===== src/rtl/or_pipe_arbiter.sv =====
// Round-robin arbiter feeding a two-stage registered OR datapath; results leave tagged with the requester index.
// Optional grant lock is compiled in with `define ARB_LOCK_EN.
module or_pipe_arbiter #(
  parameter int N   = 4,
  parameter int W   = 8,
  parameter int IDW = $clog2(N)
) (
  input  logic             clk,
  input  logic             rst,
  input  logic [N-1:0]     req_valid,
  input  logic [N*W-1:0]   req_a,
  input  logic [N*W-1:0]   req_b,
  input  logic [N-1:0]     req_lock,
  output logic [N-1:0]     req_ready,
  output logic             out_valid,
  output logic [W-1:0]     out_data,
  output logic [IDW-1:0]   out_id,
  input  logic             out_ready
);

  logic [IDW-1:0] ptr_q, ptr_d;
  logic           lock_q, lock_d;
  logic           s1_valid_q, s1_valid_d;
  logic [W-1:0]   s1_data_q, s1_data_d;
  logic [IDW-1:0] s1_id_q, s1_id_d;
  logic           out_valid_q, out_valid_d;
  logic [W-1:0]   out_data_q, out_data_d;
  logic [IDW-1:0] out_id_q, out_id_d;

  logic           en;
  logic           gnt_found;
  logic [IDW-1:0] gnt_idx;
  logic           xfer;
  logic [W-1:0]   gnt_a;
  logic [W-1:0]   gnt_b;

  function automatic logic [IDW-1:0] inc_idx(input logic [IDW-1:0] i);
    if (int'(i) == N - 1) return '0;
    return i + IDW'(1);
  endfunction

  // First valid requester scanning upward from p, wrapping modulo N.
  function automatic logic [IDW:0] pick(input logic [N-1:0] v, input logic [IDW-1:0] p);
    logic           found;
    logic [IDW-1:0] idx;
    int             j;
    found = 1'b0;
    idx   = '0;
    for (int i = 0; i < N; i++) begin
      j = (int'(p) + i) % N;
      if (!found && v[j]) begin
        found = 1'b1;
        idx   = IDW'(j);
      end
    end
    return {found, idx};
  endfunction

  always_comb begin
    en                   = !(out_valid_q && !out_ready);
    {gnt_found, gnt_idx} = pick(req_valid, ptr_q);
    req_ready            = '0;
    if (en && !rst && gnt_found) req_ready[gnt_idx] = 1'b1;
    xfer  = |(req_valid & req_ready);
    gnt_a = req_a[int'(gnt_idx)*W +: W];
    gnt_b = req_b[int'(gnt_idx)*W +: W];
  end

  // Stage boundary: stage 1 captures the granted A|B, stage 2 takes stage 1.
  always_comb begin
    s1_valid_d  = s1_valid_q;
    s1_data_d   = s1_data_q;
    s1_id_d     = s1_id_q;
    out_valid_d = out_valid_q;
    out_data_d  = out_data_q;
    out_id_d    = out_id_q;
    if (en) begin
      out_valid_d = s1_valid_q;
      out_data_d  = s1_data_q;
      out_id_d    = s1_id_q;
      s1_valid_d  = xfer;
      if (xfer) begin
        s1_data_d = gnt_a | gnt_b;
        s1_id_d   = gnt_idx;
      end
    end
  end

`ifdef ARB_LOCK_EN
  // A locked pointer stays on its owner until it is accepted unlocked or idles while the pipe moves.
  always_comb begin
    ptr_d  = ptr_q;
    lock_d = lock_q;
    if (xfer) begin
      if (req_lock[gnt_idx]) begin
        ptr_d  = gnt_idx;
        lock_d = 1'b1;
      end else begin
        ptr_d  = inc_idx(gnt_idx);
        lock_d = 1'b0;
      end
    end else if (en && lock_q && !req_valid[ptr_q]) begin
      ptr_d  = inc_idx(ptr_q);
      lock_d = 1'b0;
    end
  end
`else
  logic unused_lock;
  assign unused_lock = ^req_lock;

  always_comb begin
    ptr_d  = ptr_q;
    lock_d = 1'b0;
    if (xfer) ptr_d = inc_idx(gnt_idx);
  end
`endif

  always_ff @(posedge clk) begin
    if (rst) begin
      ptr_q       <= '0;
      lock_q      <= 1'b0;
      s1_valid_q  <= 1'b0;
      s1_data_q   <= '0;
      s1_id_q     <= '0;
      out_valid_q <= 1'b0;
      out_data_q  <= '0;
      out_id_q    <= '0;
    end else begin
      ptr_q       <= ptr_d;
      lock_q      <= lock_d;
      s1_valid_q  <= s1_valid_d;
      s1_data_q   <= s1_data_d;
      s1_id_q     <= s1_id_d;
      out_valid_q <= out_valid_d;
      out_data_q  <= out_data_d;
      out_id_q    <= out_id_d;
    end
  end

  assign out_valid = out_valid_q;
  assign out_data  = out_data_q;
  assign out_id    = out_id_q;

endmodule


===== config.mk =====
export PLATFORM = sky130hd
export DESIGN_NAME = or_pipe_arbiter
export DESIGN_NICKNAME = d
export VERILOG_FILES = /design/src/rtl/or_pipe_arbiter.sv
export SDC_FILE = /design/constraint.sdc
export NUM_CORES = 1
export LEC_CHECK = 0
export BUFFER_PORTS_ARGS = -buffer_cell sky130_fd_sc_hd__buf_2
export CORE_ASPECT_RATIO = 0.7
export CORE_UTILIZATION = 27
export CTS_BUF_LIST = sky130_fd_sc_hd__clkbuf_4 sky130_fd_sc_hd__clkbuf_8 sky130_fd_sc_hd__clkbuf_16
export DETAILED_ROUTE_END_ITERATION = 8
export GPL_ROUTABILITY_DRIVEN = 1
export PLACE_DENSITY_LB_ADDON = 0.1
export SLEW_MARGIN = 15
export SYNTH_ARGS = -nofsm -noshare
export SYNTH_HDL_FRONTEND = slang
export SYNTH_SLANG_ARGS = --single-unit

===== constraint.sdc =====
create_clock -name clk -period 3 [get_ports clk]
set_input_delay 0.6 -clock clk [delete_from_list [all_inputs] [get_ports clk]]
set_output_delay 0.6 -clock clk [all_outputs]
set_load 0.005 [all_outputs]

==> summary.md, run 1 <==
| Metric | Value |
|---|---|
| CP max FO | `9` |
| Final setup violation count | `0` |
| Slowest stage delay, CP | `0.54 ns` |
| Finished Cell Area | `0.00195 sq mm` |
| Initial Util | `28.8%` |
| Register Area | `480 sq um` |
| Worst rel slew slack | `69.6%` |
| Top post-synthesis cells by area | `dfxtp_1 34%, a21oi_1 14%, nor4_1 7.5%` |
| H-tree depth | `1` |
| Min Tclk post-route | `2.66 ns` |
| Period utilisation layout | `88.7%` |
| CP Capture Type | `flop` |
| Post-CTS setup buffers | `0` |
| Hold Path Stages | `2` |
| Critical Path AT | `2.87 ns` |
| Most common cell on crit path | `or2_1` |
| Syn nets | `263` |
| Total clock buffers created by CTS | `3` |
| CTS tree | `built` |
| Die height | `62.4 microns` |
| Core Box Area | `0.00489 sq mm` |
| Commonest non-fill, non-tap cells in the layout | `85 x buf_2, 40 x a21oi_1, 24 x nor2_1, 24 x dfxtp_1, 23 x nand2_1` |
| Detailed Route Iter0 Violations | `59` |
| Final #Nets | `347` |
| Worst-path cell chain | `nand2_1 -> a221oi_4 -> or2_1 -> inv_1 -> ha_1 -> nor2b_1 -> o21ai_0 -> o21ai_1 -> or2_1 -> o221a_1` |
| Drt pass-1 iters | `4` |
| Mapped cell area | `0.00141 sq mm` |
| Synth area leader | `dfxtp_1` |
| Critical Path Source Type | `flop` |
| First-pass GRT wire length | `7120 microns` |
| Slew Viols, Final | `0` |
| # IOs | `90` |
| HP Class | `reg2reg` |
| Fin. Hold Viols | `0` |
| Slowest stage cell, crit path | `dfxtp_1` |
| DR WL/cell | `12.2 microns` |
| Register area share after synthesis | `34.1%` |
| Die span in x | `88.3 microns` |
| Post-cts gate resize count | `0` |
| Yosys cell types | `28` |
| Drt total wl | `4140 microns` |
| RSZ-0062 raised after global routing | `false` |
| Clock Path Buffers | `2` |
| VDD IR max | `0.159 mV` |
| Synth warn | `0` |
| Max Freq | `0.376 GHz` |
| Hold slack | `0.454 ns` |
| CP Class | `reg2reg` |
| All-Layer GR Usage | `16.3%` |
| DIE AREA | `0.00552 sq mm` |
| R2r worst-path depth | `10` |
| Via count | `1565` |
| Largest net degree at the start of global routing | `25` |
| Via-to-Cell Ratio | `4.62` |
| Clock latency on the worst-skew pair | `0.27 ns` |
| CTS root buf | `clkbuf_8` |
| Layout cell share with drive strength beyond 1 | `37.4%` |
| Routability cong. | `0.765` |
| Vias in the first global route | `1520` |
| Status | `completed` |
| Syn avg cell area | `7.53 sq um` |
| Initial antenna violation count | `0` |
| Final core occ | `39.9%` |
| Max-Cap Viols | `0` |
| P_leak | `0.893 nW` |
| Antenna viol nets, final | `0` |
| Slew @ Worst Pin | `0.454 ns` |
| Clk sinks | `24` |
| Synth-to-Final Area Change | `38.3%` |
| Number of diodes | `0` |
| Placed inst area | `0.00189 sq mm` |
| Footprint of the multi-input gates | `800 sq um` |
| Filler cells | `568` |
| CP required | `3.21 ns` |
| Port-buffer cells | `85` |
| Synth top area share | `34.1%` |
| Post-synthesis cell count | `187` |
| Seq cells post-synth | `24` |
| CTS clk-pin slew, worst paths | `0.09 ns` |
| DRC | `0` |
| # rows | `21` |
| Dpl hpwl | `3200 microns` |
| Setup TNS Final | `0 ns` |
| GRT overflow | `0` |
| Commonest non-fill, non-tap cell in the layout | `buf_2` |
| PwrDens | `431 mW/mm^2` |
| Clk_skew | `0.00278 ns` |
| CTS Hold Bufs | `0` |
-- critical path: cells and delay by family (launching register included) --
| kind | cells | cell delay [ns] |
|---|---|---|
| simple gates | 4 | 0.80 |
| flops | 1 | 0.54 |
| buf+inv | 1 | 0.05 |
| compound gates | 4 | 0.99 |
| fa+ha+maj | 1 | 0.22 |
-- area by class of cell --
class | count | area share [%]
multi-input cells | 137 | 41.0
flip-flops and latches | 24 | 24.7
repair buffers | 92 | 24.5
well taps | 69 | 4.43
clock buffers | 4 | 2.83
inverters | 13 | 2.50
-- synthesized netlist by cell type --
cell	number
a21oi_1	40
dfxtp_1	24
nor2_1	24
nand2_1	23
nor4_1	17
inv_1	13
o221a_1	8
clkbuf_1	7
buf_6	3
nor2b_1	3
a211oi_1	2
buf_4	2
mux2i_1	2
nand2b_1	2
nor2b_4	2
o21ai_0	2
or2_1	2
a2111o_1	1
a221oi_4	1
and2_1	1
buf_2	1
ha_1	1
nor3_2	1
o2111a_1	1
o21a_1	1
o21ai_1	1
o31a_1	1
or3_4	1
-- cells by family after synthesis --
group           after synthesis  share of synthesized area [%]
mux                           2                           1.42
buf+inv                      26                           9.15
compound gates               58                           27.4
flops                        24                           34.1
fa+ha+maj                     1                          0.888
simple gates                 76                           27.1
-- per-layer routing --
metal  up-vias  wire length [microns]  global-route usage (%)
met5         -                      0                       0
met4         0                     23                    2.42
met3         4                    253                    2.91
met2        61                   1640                    23.3
met1       672                   2220                    25.7
li1        828                      -                       -
-- power breakdown --
part	switching, mW	total (mW)	internal [mW]
clock	0.104	0.221	0.117
sequential	0.0225	0.371	0.349
combinational	0.130	0.246	0.116
total	0.257	0.839	0.582
-- state kept, by name, indices dropped and copies added, names as in the netlist --
register / count
ptr_q: 2
out_valid: 1
s1_valid_q: 1
s1_data_q: 8
out_data: 8
out_id: 2
s1_id_q: 2
-- through the flow --
| stage | worst slack (ns) | power (mW) | cells |
|---|---|---|---|
| after global routing | 0.114 | 0.900 | 339 |
| final | 0.339 | 0.839 | 339 |
| after floorplan | 0.223 | 0.527 | 187 |
| after global placement | 0.200 | 0.627 | 335 |
| after CTS | 0.337 | 0.849 | 339 |
| after detailed placement | 0.186 | 0.627 | 335 |
-- worst paths after layout --
check / from / end / slack, ns
worst min-delay path: out_data[5] / out_data[5] / 0.45
worst max-delay path: ptr_q[1] / s1_data_q[5] / 0.34
worst min register to register: out_data[5] / out_data[5] / 0.45
worst max register to register: ptr_q[1] / s1_data_q[5] / 0.34
Note: power is estimated with default switching activity, not from simulation.
==> inputs of run 2 (changes only) <==
CORE_UTILIZATION = 42   (was 27)
SETUP_SLACK_MARGIN = 0.02   (was not set)
==> run 2 against run 1 <==
Compared with the run above: the flow now finishes with violations (DRC); total power down 1.6%; clock power shrank 4%; worst setup slack better by 0.14 ns; count of clock-buffer cells in the layout unchanged; via count fell by 0.64%; first-iteration DRC count shrank 25%; sequential share of layout area grew 0.40 points; worst hold slack got worse by 0.0037 ns; global-route usage increased by 4.8 points; highest routed layer unchanged.
==> summary.md, run 2 (same netlist as run 1, synthesis figures left out) <==
| Metric | Value |
|---|---|
| Status | `finished, violations left` |
| Failing checks | `DRC` |
| Detailed Route Iter0 Violations | `44` |
| Period utilisation layout | `84.0%` |
| Synth-to-Final Area Change | `36.1%` |
| DIE AREA | `0.00359 sq mm` |
| Commonest non-fill, non-tap cells in the layout | `85 x buf_2, 40 x a21oi_1, 24 x nor2_1, 24 x dfxtp_1, 23 x nand2_1` |
| # IOs | `90` |
| Fin. Hold Viols | `0` |
| DRC | `5` |
| Slew @ Worst Pin | `0.449 ns` |
| DR WL/cell | `11.7 microns` |
| Core Box Area | `0.00317 sq mm` |
| H-tree depth | `1` |
| Finished Cell Area | `0.00192 sq mm` |
| CP Capture Type | `primary output` |
| Die span in x | `71.2 microns` |
| Via-to-Cell Ratio | `5.03` |
| Critical Path AT | `1.92 ns` |
| Final setup violation count | `0` |
| Worst rel slew slack | `70.0%` |
| Clk sinks | `24` |
| Antenna viol nets, final | `0` |
| VDD IR max | `0.194 mV` |
| Clock Path Buffers | `2` |
| Hold Path Stages | `2` |
| Max-Cap Viols | `0` |
| Commonest non-fill, non-tap cell in the layout | `buf_2` |
| R2r worst-path depth | `11` |
| Dpl hpwl | `2840 microns` |
| CTS clk-pin slew, worst paths | `0.08 ns` |
| Slew Viols, Final | `0` |
| Layout cell share with drive strength beyond 1 | `37.6%` |
| Final Power | `0.826 mW` |
| CP Class | `reg2out` |
| CTS root buf | `clkbuf_8` |
| Drt total wl | `3630 microns` |
| CP required | `2.40 ns` |
| CP max FO | `8` |
| All-Layer GR Usage | `21.1%` |
| Setup TNS Final | `0 ns` |
| Layout Cells excl Fill | `309` |
| GRT overflow | `0` |
| Max Freq | `0.397 GHz` |
| CTS tree | `built` |
| Die height | `50.5 microns` |
| Placed inst area | `0.00185 sq mm` |
| RSZ-0062 raised after global routing | `false` |
| First-pass GRT wire length | `6020 microns` |
| Port-buffer cells | `85` |
| Final #Nets | `348` |
| Post-cts gate resize count | `0` |
| PwrDens | `431 mW/mm^2` |
| Min Tclk post-route | `2.52 ns` |
| Via count | `1555` |
| Clk_skew | `0.00244 ns` |
| Routability cong. | `0.795` |
| Number of diodes | `0` |
| HP Class | `reg2reg` |
| Initial Util | `44.5%` |
| Vias in the first global route | `1409` |
| Largest net degree at the start of global routing | `26` |
| Drt pass-1 iters | `6` |
| Initial antenna violation count | `0` |
| Total clock buffers created by CTS | `3` |
| Critical Path Source Type | `flop` |
| Clock latency on the worst-skew pair | `0.26 ns` |
| Inst Count DP | `304` |
| P_leak | `0.898 nW` |
| # rows | `17` |
[run 2: cell count changes in the layout (fill, tap and decap cells not counted)]
cell	before	now
buf_4	7	8
[run 2: path summary, 6_finish.rpt]
kind | to | slack [ns] | from
max | req_ready[3] | 0.48 | ptr_q[1]
min | out_data[5] | 0.45 | out_data[5]
max reg2reg | s1_data_q[0] | 0.59 | ptr_q[1]
min reg2reg | out_data[5] | 0.45 | out_data[5]
[run 2: routing by layer]
layer  wire length [microns]  share of wire (%)  global-route usage (%)  vias to the layer above
met4                      34               0.94                    5.33                        0
met5                       0                  0                       0                        -
met2                    1730                 48                    38.4                       49
met3                     145                4.0                    4.02                        5
li1                        -                  -                       -                      830
met1                    1720                 47                    25.6                      671
[run 2: timing repair]
item                                    4_1_cts  5_1_grt
endpoints found under the setup margin        0        1
hold buffers                                  0        0
setup buffers                                 0        1
hold endpoints to repair                      0        0
[run 2: worst max-delay path, stage by stage (launching register included)]
cell	delay (ns)
dfxtp_1	0.35
buf_4	0.17
mux2i_1	0.19
nor2_1	0.08
or3_4	0.40
inv_1	0.06
ha_1	0.17
and2_1	0.12
buf_2	0.10
[run 2: final cells by class]
cell class                 count  area (sq um)
tap                           38          47.5
sequential                    24           480
timing repair buffer          93           485
fill                         328          1250
multi-input combinational    137           800
inverter                      13          48.8
clock buffer                   4          55.1
[run 2: where the power goes]
part / internal [mW] / switching [mW]
Sequential: 0.349 / 0.0159
Combinational: 0.119 / 0.129
Clock: 0.117 / 0.0964
Total: 0.584 / 0.241
[run 2: stage by stage]
stage	utilization (%)	hold slack, ns	setup slack (ns)
after detailed placement	58.5	0.442	0.0486
after floorplan	-	0.430	0.223
after CTS	60.2	0.453	0.144
final	60.5	0.450	0.480
after global routing	60.5	0.468	0.384
after global placement	58.5	0.438	0.0601
==> inputs of run 3 (changes only) <==
CORE_UTILIZATION = 38   (was 42)
clock period = 2.1 ns   (was 3 ns; I/O delays follow)
==> run 3 against run 2 <==
Compared with the run above: total power rose by 51%; the flow finishes with violations (setup timing); first-iteration DRC count fell by 18%; routed wire length rose by 7.5%; combinational power rose by 71%; final area rose by 9.9%; sequential power rose by 43%; clock power rose by 42%; largest cell class unchanged; utilization fell by 0.93 points.
==> summary.md, run 3 (same netlist as run 1, synthesis figures left out) <==
| Metric | Value |
|---|---|
| Initial Util | `39.8%` |
| DR WL/cell | `11.6 microns` |
| Synth-to-Final Area Change | `49.5%` |
| VDD IR max | `0.409 mV` |
| Antenna viol nets, final | `0` |
| Die height | `52.9 microns` |
| Critical Path Source Type | `flop` |
| DRC | `0` |
| Vias in the first global route | `1508` |
| Max Freq | `0.457 GHz` |
| Detailed Route Iter0 Violations | `36` |
| Via count | `1617` |
| First-pass GRT wire length | `6450 microns` |
| Final #Nets | `364` |
| CTS tree | `built` |
| Fin. Hold Viols | `0` |
| Filler cells | `361` |
| Period utilisation layout | `104%` |
| Largest net degree at the start of global routing | `25` |
| Initial antenna violation count | `0` |
| H-tree depth | `1` |
| Final setup violation count | `4` |
| Slew @ Worst Pin | `0.371 ns` |
| Clock latency on the worst-skew pair | `0.26 ns` |
| Slew Viols, Final | `0` |
| CTS clk-pin slew, worst paths | `0.08 ns` |
| Hold slack | `0.449 ns` |
| CTS root buf | `clkbuf_8` |
| PnR worst setup slack | `-0.0870 ns` |
| Via-to-Cell Ratio | `4.80` |
| Die span in x | `74.8 microns` |
| RSZ-0062 raised after global routing | `true` |
| # IOs | `90` |
| CP Class | `reg2out` |
| Failing checks | `setup timing` |
| Total clock buffers created by CTS | `3` |
| CP max FO | `4` |
| Commonest non-fill, non-tap cells in the layout | `84 x buf_2, 40 x a21oi_1, 24 x nor2_1` |
| PwrDens | `593 mW/mm^2` |
| HP Class | `reg2reg` |
| DIE AREA | `0.00396 sq mm` |
| Dpl hpwl | `3020 microns` |
| Min Tclk post-route | `2.19 ns` |
| Number of diodes | `0` |
| Port-buffer cells | `85` |
| Routability cong. | `0.785` |
| Drt total wl | `3900 microns` |
| # rows | `18` |
| Worst rel slew slack | `75.1%` |
| GRT overflow | `0` |
| Commonest non-fill, non-tap cell in the layout | `buf_2` |
| Status | `finished, violations left` |
| Drt pass-1 iters | `4` |
| Critical Path AT | `1.77 ns` |
| P_leak | `0.990 nW` |
| Max-Cap Viols | `0` |
| All-Layer GR Usage | `21.3%` |
| Clk_skew | `0.00226 ns` |
| Layout cell share with drive strength beyond 1 | `43.9%` |
| CP required | `1.68 ns` |
| CP Capture Type | `primary output` |
| Clock Path Buffers | `2` |
| Clk sinks | `24` |
| Pre-CTS setup slack | `-0.225 ns` |
| Core Box Area | `0.00354 sq mm` |
run 3: cell types whose count changed in the layout (fill, tap and decap cells not counted), moves of 2 or more:
cell and change:
buf_4 +13, buf_6 +4, inv_1 -2, inv_4 +2
or2_1 -2, or2_4 +2
run 3: final cells by class:
| cell class | instances | area, sq um | area share, % |
|---|---|---|---|
| Tap cell | 50 | 62.6 | 2.97 |
| Multi-Input combinational cell | 137 | 827 | 39.3 |
| Inverter | 13 | 53.8 | 2.55 |
| Clock buffer | 4 | 55.1 | 2.61 |
| Sequential cell | 24 | 484 | 23.0 |
| Timing Repair Buffer | 109 | 623 | 29.6 |
run 3: repair_timing:
action                                  4_1_cts  5_1_grt
resized for setup                            12        1
setup buffers                                 3        0
hold buffers                                  0        0
endpoints found under the setup margin       13       15
pin swaps                                     6        1
run 3: worst max-delay path: stages (launching register included):
cell	delay, ns
dfxtp_4	0.38
buf_6	0.11
buf_6	0.09
nor2b_4	0.03
or3_4	0.40
inv_4	0.07
ha_4	0.13
buf_6	0.08
and2_4	0.12
buf_6	0.08
run 3: where the power goes:
part / leakage (nW) / total, mW / internal (mW) / switching [mW]
combinational: 0.763 / 0.423 / 0.219 / 0.203
sequential: 0.199 / 0.523 / 0.499 / 0.0242
clock: 0.0288 / 0.303 / 0.167 / 0.136
total: 0.990 / 1.25 / 0.885 / 0.363
run 3: through the flow:
stage,util [%],TNS (ns),instance area [sq um],power [mW],std cells
detailed placement,56.3,-2.17,1990,0.929,330
global placement,56.3,-2.01,1990,0.925,330
floorplan,-,-3.78,1440,0.767,187
finish,59.6,-0.134,2110,1.25,337
CTS,59.5,-0.131,2100,1.26,337
global route,59.6,-1.18,2110,1.34,337
run 3: worst paths after layout:
kind	startpoint	end	slack [ns]	depth (start not counted)
max reg2reg	ptr_q[1]	ptr_q[1]	-0.02	12
min reg2reg	out_data[3]	out_data[3]	0.45	2
max	ptr_q[1]	req_ready[3]	-0.09	9
min	out_data[3]	out_data[3]	0.45	2
run 3: per-layer routing:
layer	vias up	global-route usage, %	part of all wire, %
met4	0	2.20	0
met5	-	0	0
met3	0	4.95	4.0
li1	862	-	-
met1	711	25.6	46
met2	44	39.8	50
